[config.mk]
export PLATFORM = sky130hd
export DESIGN_NAME = relu_maxpool_stage
export DESIGN_NICKNAME = d
export VERILOG_FILES = /design/src/rtl/relu_maxpool_stage_pkg.sv /design/src/rtl/relu_maxpool_stage_lane.sv /design/src/rtl/relu_maxpool_stage.sv
export SDC_FILE = /design/constraint.sdc
export NUM_CORES = 1
export LEC_CHECK = 0
export BUFFER_PORTS_ARGS = -buffer_cell sky130_fd_sc_hd__buf_2
export CAP_MARGIN = 20
export CORE_UTILIZATION = 55
export CTS_CLUSTER_DIAMETER = 120
export DETAILED_ROUTE_END_ITERATION = 10
export PLACE_DENSITY = 0.75
export SETUP_SLACK_MARGIN = 0.5
export SYNTH_ARGS = -nofsm -noshare
export SYNTH_HDL_FRONTEND = slang
export SYNTH_HIERARCHICAL = 1
export SYNTH_SLANG_ARGS = --single-unit
[constraint.sdc]
create_clock -name clk -period 6.2 [get_ports clk]
set_input_delay 0.93 -clock clk [delete_from_list [all_inputs] [get_ports clk]]
set_output_delay 0.93 -clock clk [all_outputs]
set_load 0.01 [all_outputs]
[src/rtl/relu_maxpool_stage_pkg.sv]
`default_nettype none
// ============================================================================
// Module      : relu_maxpool_stage_pkg
// Description : Shared defaults and state encoding for the ReLU / 2x2
//               max-pool write-back stage.
// Revision    : 1.0 - initial release
// ============================================================================
package relu_maxpool_stage_pkg;

  // Default vector geometry: elements per vector and element width (INT8)
  localparam int c_length_default = 16;
  localparam int c_int8_width     = 8;

  // Default number of vectors making up one feature-map row
  localparam int c_pool_row_beats = 4;

  // Stage state: IDLE until the first beat of a frame, then either the
  // FILL/POOL row alternation or the pass-through bypass.
  typedef enum logic [1:0] {
    ST_IDLE = 2'd0,
    ST_FILL = 2'd1,
    ST_POOL = 2'd2,
    ST_BYP  = 2'd3
  } state_t;

endpackage : relu_maxpool_stage_pkg
`default_nettype wire

[src/rtl/relu_maxpool_stage_lane.sv]
`default_nettype none
// ============================================================================
// Module      : maxpool_pair_lane
// Description : One pooled output element. Vertical max of current/previous
//               row for two neighbouring elements, horizontal max of the pair,
//               then optional ReLU. Purely combinational.
// Revision    : 1.0 - initial release
// ============================================================================
module maxpool_pair_lane #(
  parameter int DW = 8
) (
  input  logic [2*DW-1:0] cur_pair,
  input  logic [2*DW-1:0] prev_pair,
  input  logic            relu_en,
  output logic [DW-1:0]   pooled
);

  logic signed [DW-1:0] w_cur_lo;
  logic signed [DW-1:0] w_cur_hi;
  logic signed [DW-1:0] w_prev_lo;
  logic signed [DW-1:0] w_prev_hi;
  logic signed [DW-1:0] w_v_lo;
  logic signed [DW-1:0] w_v_hi;
  logic signed [DW-1:0] w_p;

  assign w_cur_lo  = cur_pair[DW-1:0];
  assign w_cur_hi  = cur_pair[2*DW-1:DW];
  assign w_prev_lo = prev_pair[DW-1:0];
  assign w_prev_hi = prev_pair[2*DW-1:DW];

  // Vertical max per column, horizontal max across the pair, then clamp
  always_comb begin
    w_v_lo = (w_cur_lo > w_prev_lo) ? w_cur_lo : w_prev_lo;
    w_v_hi = (w_cur_hi > w_prev_hi) ? w_cur_hi : w_prev_hi;
    w_p    = (w_v_hi > w_v_lo) ? w_v_hi : w_v_lo;
    pooled = (relu_en && w_p[DW-1]) ? '0 : w_p;
  end

endmodule : maxpool_pair_lane
`default_nettype wire

[src/rtl/relu_maxpool_stage.sv]
`default_nettype none
// ============================================================================
// Module      : relu_maxpool_stage
// Description : Consumes PE output beats, applies optional ReLU and 2x2
//               stride-2 max-pooling over row pairs, and packs two pooled
//               half-vectors into one full-width output. Bypass mode passes
//               beats straight through (with optional ReLU). No backpressure.
// Revision    : 1.0 - initial release
// ============================================================================
module relu_maxpool_stage
  import relu_maxpool_stage_pkg::*;
#(
  parameter int LENGTH    = c_length_default,
  parameter int DW        = c_int8_width,
  parameter int ROW_BEATS = c_pool_row_beats
) (
  input  logic                 clk,
  input  logic                 reset,
  input  logic                 clear,
  input  logic                 relu_en,
  input  logic                 pool_en,
  input  logic                 in_en,
  input  logic [LENGTH*DW-1:0] in_vector,
  output logic                 out_en,
  output logic [LENGTH*DW-1:0] out_vector,
  output logic                 row_done,
  output logic                 busy
);

  localparam int c_half  = LENGTH / 2;
  localparam int c_cnt_w = (ROW_BEATS > 1) ? $clog2(ROW_BEATS) : 1;
  localparam logic [c_cnt_w-1:0] c_last_beat = c_cnt_w'(ROW_BEATS - 1);

  state_t                  r_state;
  logic [c_cnt_w-1:0]      r_beat_cnt;
  logic                    r_half;
  logic [c_half*DW-1:0]    r_staged;
  logic                    r_out_en;
  logic [LENGTH*DW-1:0]    r_out_vector;
  logic                    r_row_done;
  logic [LENGTH*DW-1:0]    r_line_buf [ROW_BEATS];

  state_t                  w_eff_state;
  logic                    w_last;
  logic [c_cnt_w-1:0]      w_next_cnt;
  logic [LENGTH*DW-1:0]    w_prev;
  logic [c_half*DW-1:0]    w_pooled;
  logic [LENGTH*DW-1:0]    w_byp;

  // The beat arriving in IDLE is already beat 0 of a FILL or BYP row
  always_comb begin
    w_eff_state = r_state;
    if (r_state == ST_IDLE) begin
      w_eff_state = pool_en ? ST_FILL : ST_BYP;
    end
  end

  assign w_last     = (r_beat_cnt == c_last_beat);
  assign w_next_cnt = w_last ? '0 : r_beat_cnt + 1'b1;
  assign w_prev     = r_line_buf[r_beat_cnt];

  // One pooling lane per output element of the half-vector
  generate
    for (genvar k = 0; k < c_half; k++) begin : g_lane
      maxpool_pair_lane #(
        .DW (DW)
      ) u_lane (
        .cur_pair  (in_vector[2*k*DW +: 2*DW]),
        .prev_pair (w_prev[2*k*DW +: 2*DW]),
        .relu_en   (relu_en),
        .pooled    (w_pooled[k*DW +: DW])
      );
    end
  endgenerate

  // Bypass path: per-element clamp of negative values when ReLU is enabled
  generate
    for (genvar i = 0; i < LENGTH; i++) begin : g_byp
      assign w_byp[i*DW +: DW] = (relu_en && in_vector[i*DW + DW - 1]) ? '0
                                                                      : in_vector[i*DW +: DW];
    end
  endgenerate

  // Even-row storage; raw values so ReLU is applied only after the max
  always_ff @(posedge clk) begin
    if (reset) begin
      for (int b = 0; b < ROW_BEATS; b++) begin
        r_line_buf[b] <= '0;
      end
    end else if (!clear && in_en && (w_eff_state == ST_FILL)) begin
      r_line_buf[r_beat_cnt] <= in_vector;
    end
  end

  // Row state machine, beat counter, half-vector packing and output regs
  always_ff @(posedge clk) begin
    if (reset || clear) begin
      r_state      <= ST_IDLE;
      r_beat_cnt   <= '0;
      r_half       <= 1'b0;
      r_staged     <= '0;
      r_out_en     <= 1'b0;
      r_out_vector <= '0;
      r_row_done   <= 1'b0;
    end else begin
      r_out_en   <= 1'b0;
      r_row_done <= 1'b0;
      if (in_en) begin
        r_beat_cnt <= w_next_cnt;
        case (w_eff_state)
          ST_FILL: begin
            r_state <= w_last ? ST_POOL : ST_FILL;
          end
          ST_POOL: begin
            r_state <= w_last ? ST_FILL : ST_POOL;
            if (!r_half) begin
              r_staged <= w_pooled;
              r_half   <= 1'b1;
            end else begin
              r_out_vector <= {w_pooled, r_staged};
              r_out_en     <= 1'b1;
              r_row_done   <= w_last;
              r_half       <= 1'b0;
            end
          end
          ST_BYP: begin
            r_state      <= ST_BYP;
            r_out_vector <= w_byp;
            r_out_en     <= 1'b1;
            r_row_done   <= w_last;
          end
          default: begin
            r_state <= ST_IDLE;
          end
        endcase
      end
    end
  end

  assign out_en     = r_out_en;
  assign out_vector = r_out_vector;
  assign row_done   = r_row_done;
  assign busy       = (r_state != ST_IDLE);

endmodule : relu_maxpool_stage
`default_nettype wire

==> out/metrics.yaml <==
timing:
  period_minus_slack_ns: 5.55
  skew_ns: 0.0197
  finalSetupTns_ns: 0
  setup_violations: 0
  fin_crit_sh_pct: 89.5
  timing.final.hold_violations: 0
  fmax_mhz: 180
  fin_ws_ns: 0.653
  worst_pin_slew_ns: 1.11
  holdWs_ns: 0.461
  rsz0062_at_grt: "true"
  max_slew_margin_pct: 26.0
  drv_slew: 0
power:
  p_leak_nw: 17.1
  peakVddDrop_mv: 0.196
  power_density_nw_per_um2: 288
clocking:
  clk-insertion-delay-late_ns: 0.62
  postCtsHoldBufs: 0
  clkSlewWorstSetupHoldPaths_ns: 0.06
  clock-sinks: 713
  cts_buffers: 77
  h-tree-depth: 3
  cts_buffer_depth: 3
  tritoncts: "built"
  clock_tree.root_cell: "clkbuf_16"
logic_synthesis:
  ys_top_cells_by_area: "edfxtp_1 40%, dfxtp_1 10%, and2_1 8.4%, mux4_2 7.5%, ha_1 6.0%"
  yosysUniqueCellTypes: 56
  syn_nets: 3554
  ys.warnings.count: 6
  synthArstFlopShare_pct: 0
  synth_top_family_by_area: "compound AO/OA/AOI/OAI gates"
  synth_seq_area_share_pct: 50.4
  synth_mux_area_share_pct: 10.2
  netlist.area_leader.share_pct: 40.0
  synth_area_um2: 38500
  synth_flop_cell: "edfxtp_1"
  syn_area_per_cell_um2: 11.9
  synth_compound_area_share_pct: 14.8
  synthAdderAreaFrac_pct: 6.02
  synth_edf_count: 512
  synthCells: 3235
  synth_top_area_cell: "edfxtp_1"
  synth_xor_area_share_pct: 0
  ys_ff_latch: 713
  yosys.area_share.simple_pct: 14.1
worst_setup_path:
  worstPathMaxFanout: 8
  cpLargestDelayFamily: "compound AO/OA/AOI/OAI gates"
  crit_buf_inv: 4
  crit_path_max_incr_delay_ns: 0.61
  ff2ff_setup_slack_ns: 0.65
  end_kind: "flop"
  cp-start-kind: "flop"
  crit_chain: "buf_4 > mux4_2 > inv_1 > ha_1 > a21o_1 > a2111oi_0 > a211oi_1 > nor2_2 > buf_4 > mux2_2 > ha_1 > a21o_1 > a2111o_1 > a211oi_4 > buf_4 > o21ba_2 > a2bb2oi_1 > a22oi_1 > a21oi_1"
  crit_slowest_cell: "a2bb2oi_1"
  worst-setup-path-type: "reg2reg"
  cpMostUsedCell: "buf_4"
  cp.required_ns: 6.74
  crit_arrival_ns: 6.08
placed_design:
  dp_hpwl_um: 71600
  gp_congestion: 0.938
  pre_cts_ws_ns: 0.159
  port_buffers: 264
cells_and_area:
  fillCellCount: 5353
  areaGrowthSynthToFinish_pct: 13.8
  drive_gt1_share_pct: 23.0
  fin_nets: 3812
  utilization_pct: 63.5
die:
  die_x_um: 266
  io_pins: 265
  core.rowCount: 96
  dieArea_um2: 71000
  initial_core_util_pct: 55.8
  die_y_um: 266
  core_um2: 68900
global_routing:
  grt_usage_pct: 30.8
  overflow: 0
  grt_pass1_wl_um: 165000
  first_global_vias: 26635
  grt_max_degree: 194
  antenna_found_initial: 9
route:
  vias: 27933
  antenna_left: 0
  wire_per_inst_um: 24.7
  first_pass_iters: 6
  wl_um: 111000
  drt-vias-per-instance: 6.22
  drcViolationCount: 0
  drt_iter0_drc: 2524
worst_hold_path:
  hold_path.class: "reg2reg"
outcome:
  outcome: "finished, final reports clean"
job:
  drv_cap: 0
registers in the layout, summed over array words and instances, names as in the netlist, named ones only:
register / cells
r_staged: 64
out_vector: 128
out_en: 1
row_done: 1
r_line_buf: 512
r_beat_cnt: 2
r_half: 1
r_state: 2
Yosys cell counts (49+ instances only):
master	number
a21oi_1	243
mux4_2	128
dfxtp_1	201
mux2i_1	49
edfxtp_1	512
o21ai_0	163
a22oi_1	128
inv_1	188
clkbuf_1	104
ha_1	185
and2_1	514
nand2_1	155
a2bb2oi_1	57
worst reg2reg max path, cell delays in order, from the launching register on:
cell and delay, ns:
dfxtp_4 0.43, buf_4 0.20, mux4_2 0.54, inv_1 0.08
ha_1 0.24, a21o_1 0.18, a2111oi_0 0.41, a211oi_1 0.15
nor2_2 0.30, buf_4 0.17, mux2_2 0.35, ha_1 0.20
a21o_1 0.17, a2111o_1 0.45, a211oi_4 0.27, buf_4 0.18
o21ba_2 0.16, a2bb2oi_1 0.61, a22oi_1 0.19, a21oi_1 0.18
final timing paths:
check / depth (start not counted) / end / start
worst max-delay path: 19 / out_vector[89] / flop
worst min-delay path: 2 / r_staged[46] / r_staged[46]
worst max register to register: 19 / out_vector[89] / flop
worst min register to register: 2 / r_staged[46] / r_staged[46]
metal layers:
metal	global-route usage, %	up-vias	part of all wire [%]
met5	0	-	0.067
met4	13.3	12	4.4
met3	5.33	254	9.0
met2	47.8	1346	45
met1	42.6	13752	41
li1	-	12569	-
timing repair:
| action | CTS | global route |
|---|---|---|
| endpoints found under the hold margin | 0 | 0 |
| resized for setup | 7 | 20 |
| cloned | 0 | 1 |
| endpoints found under the setup margin | 63 | 105 |
| setup buffers | 16 | 26 |
| pin swaps | 4 | 10 |
area by class of cell:
cell class	instances	area, µm²	area share, %
well taps	931	1160	2.66
diodes	4	10.0	0.0229
inverters	188	706	1.61
clock buffers	111	2280	5.21
clock inverters	30	365	0.834
repair buffers	377	2380	5.43
flip-flops and latches	713	19400	44.3
multi-input cells	2136	17500	39.9
stage by stage:
step | instances | cell area [µm²] | power, W
6_report | 4490 | 43800 | 0.0126
5_1_grt | 4487 | 43800 | 0.0130
4_1_cts | 4459 | 43500 | 0.0126
3_5_place_dp | 4302 | 40700 | 0.00773
3_3_place_gp | 4302 | 40700 | 0.00769
2_1_floorplan | 3235 | 38500 | 0.00706
layout by cell type (no fill, tap or decap), types with 9 or more instances in the layout:
cell type	Yosys	routed
clkbuf_8	0	14
buf_2	36	264
a211oi_1	32	32
nor2b_1	41	41
a2111oi_2	8	9
nor3_1	26	26
clkbuf_16	0	82
a22oi_1	128	128
edfxtp_1	512	512
dfxtp_1	201	199
o21a_1	16	16
a21o_1	24	24
o211ai_1	24	24
nor2_1	46	38
a2bb2oi_1	57	56
mux2_2	48	48
mux2i_1	49	49
o21ba_2	40	40
and4_1	24	24
nand4_1	24	24
and2_1	514	513
mux4_2	128	128
clkbuf_1	104	16
nand2_1	155	155
inv_1	188	188
buf_12	0	11
a21oi_1	243	242
nor3b_2	36	35
clkinv_2	0	11
o21ai_0	163	163
ha_1	185	185
buf_4	2	96
kinds of logic (layout without fill, tap and decap cells):
| kind of cell | count (synthesis) | in the layout |
|---|---|---|
| and+or+nand+nor | 900 | 900 |
| AOI/OAI and AO/OA | 826 | 826 |
| muxes | 225 | 225 |
| DFF | 713 | 713 |
| adders and majority gates | 185 | 185 |
| buffers and inverters | 386 | 706 |
| other | 0 | 4 |
power by group:
group | switching (W) | internal, W
clock network | 0.00192 | 0.00289
registers | 0.0000642 | 0.00527
logic | 0.00143 | 0.00103
total | 0.00341 | 0.00920
Note: power is estimated with default switching activity, not from simulation.
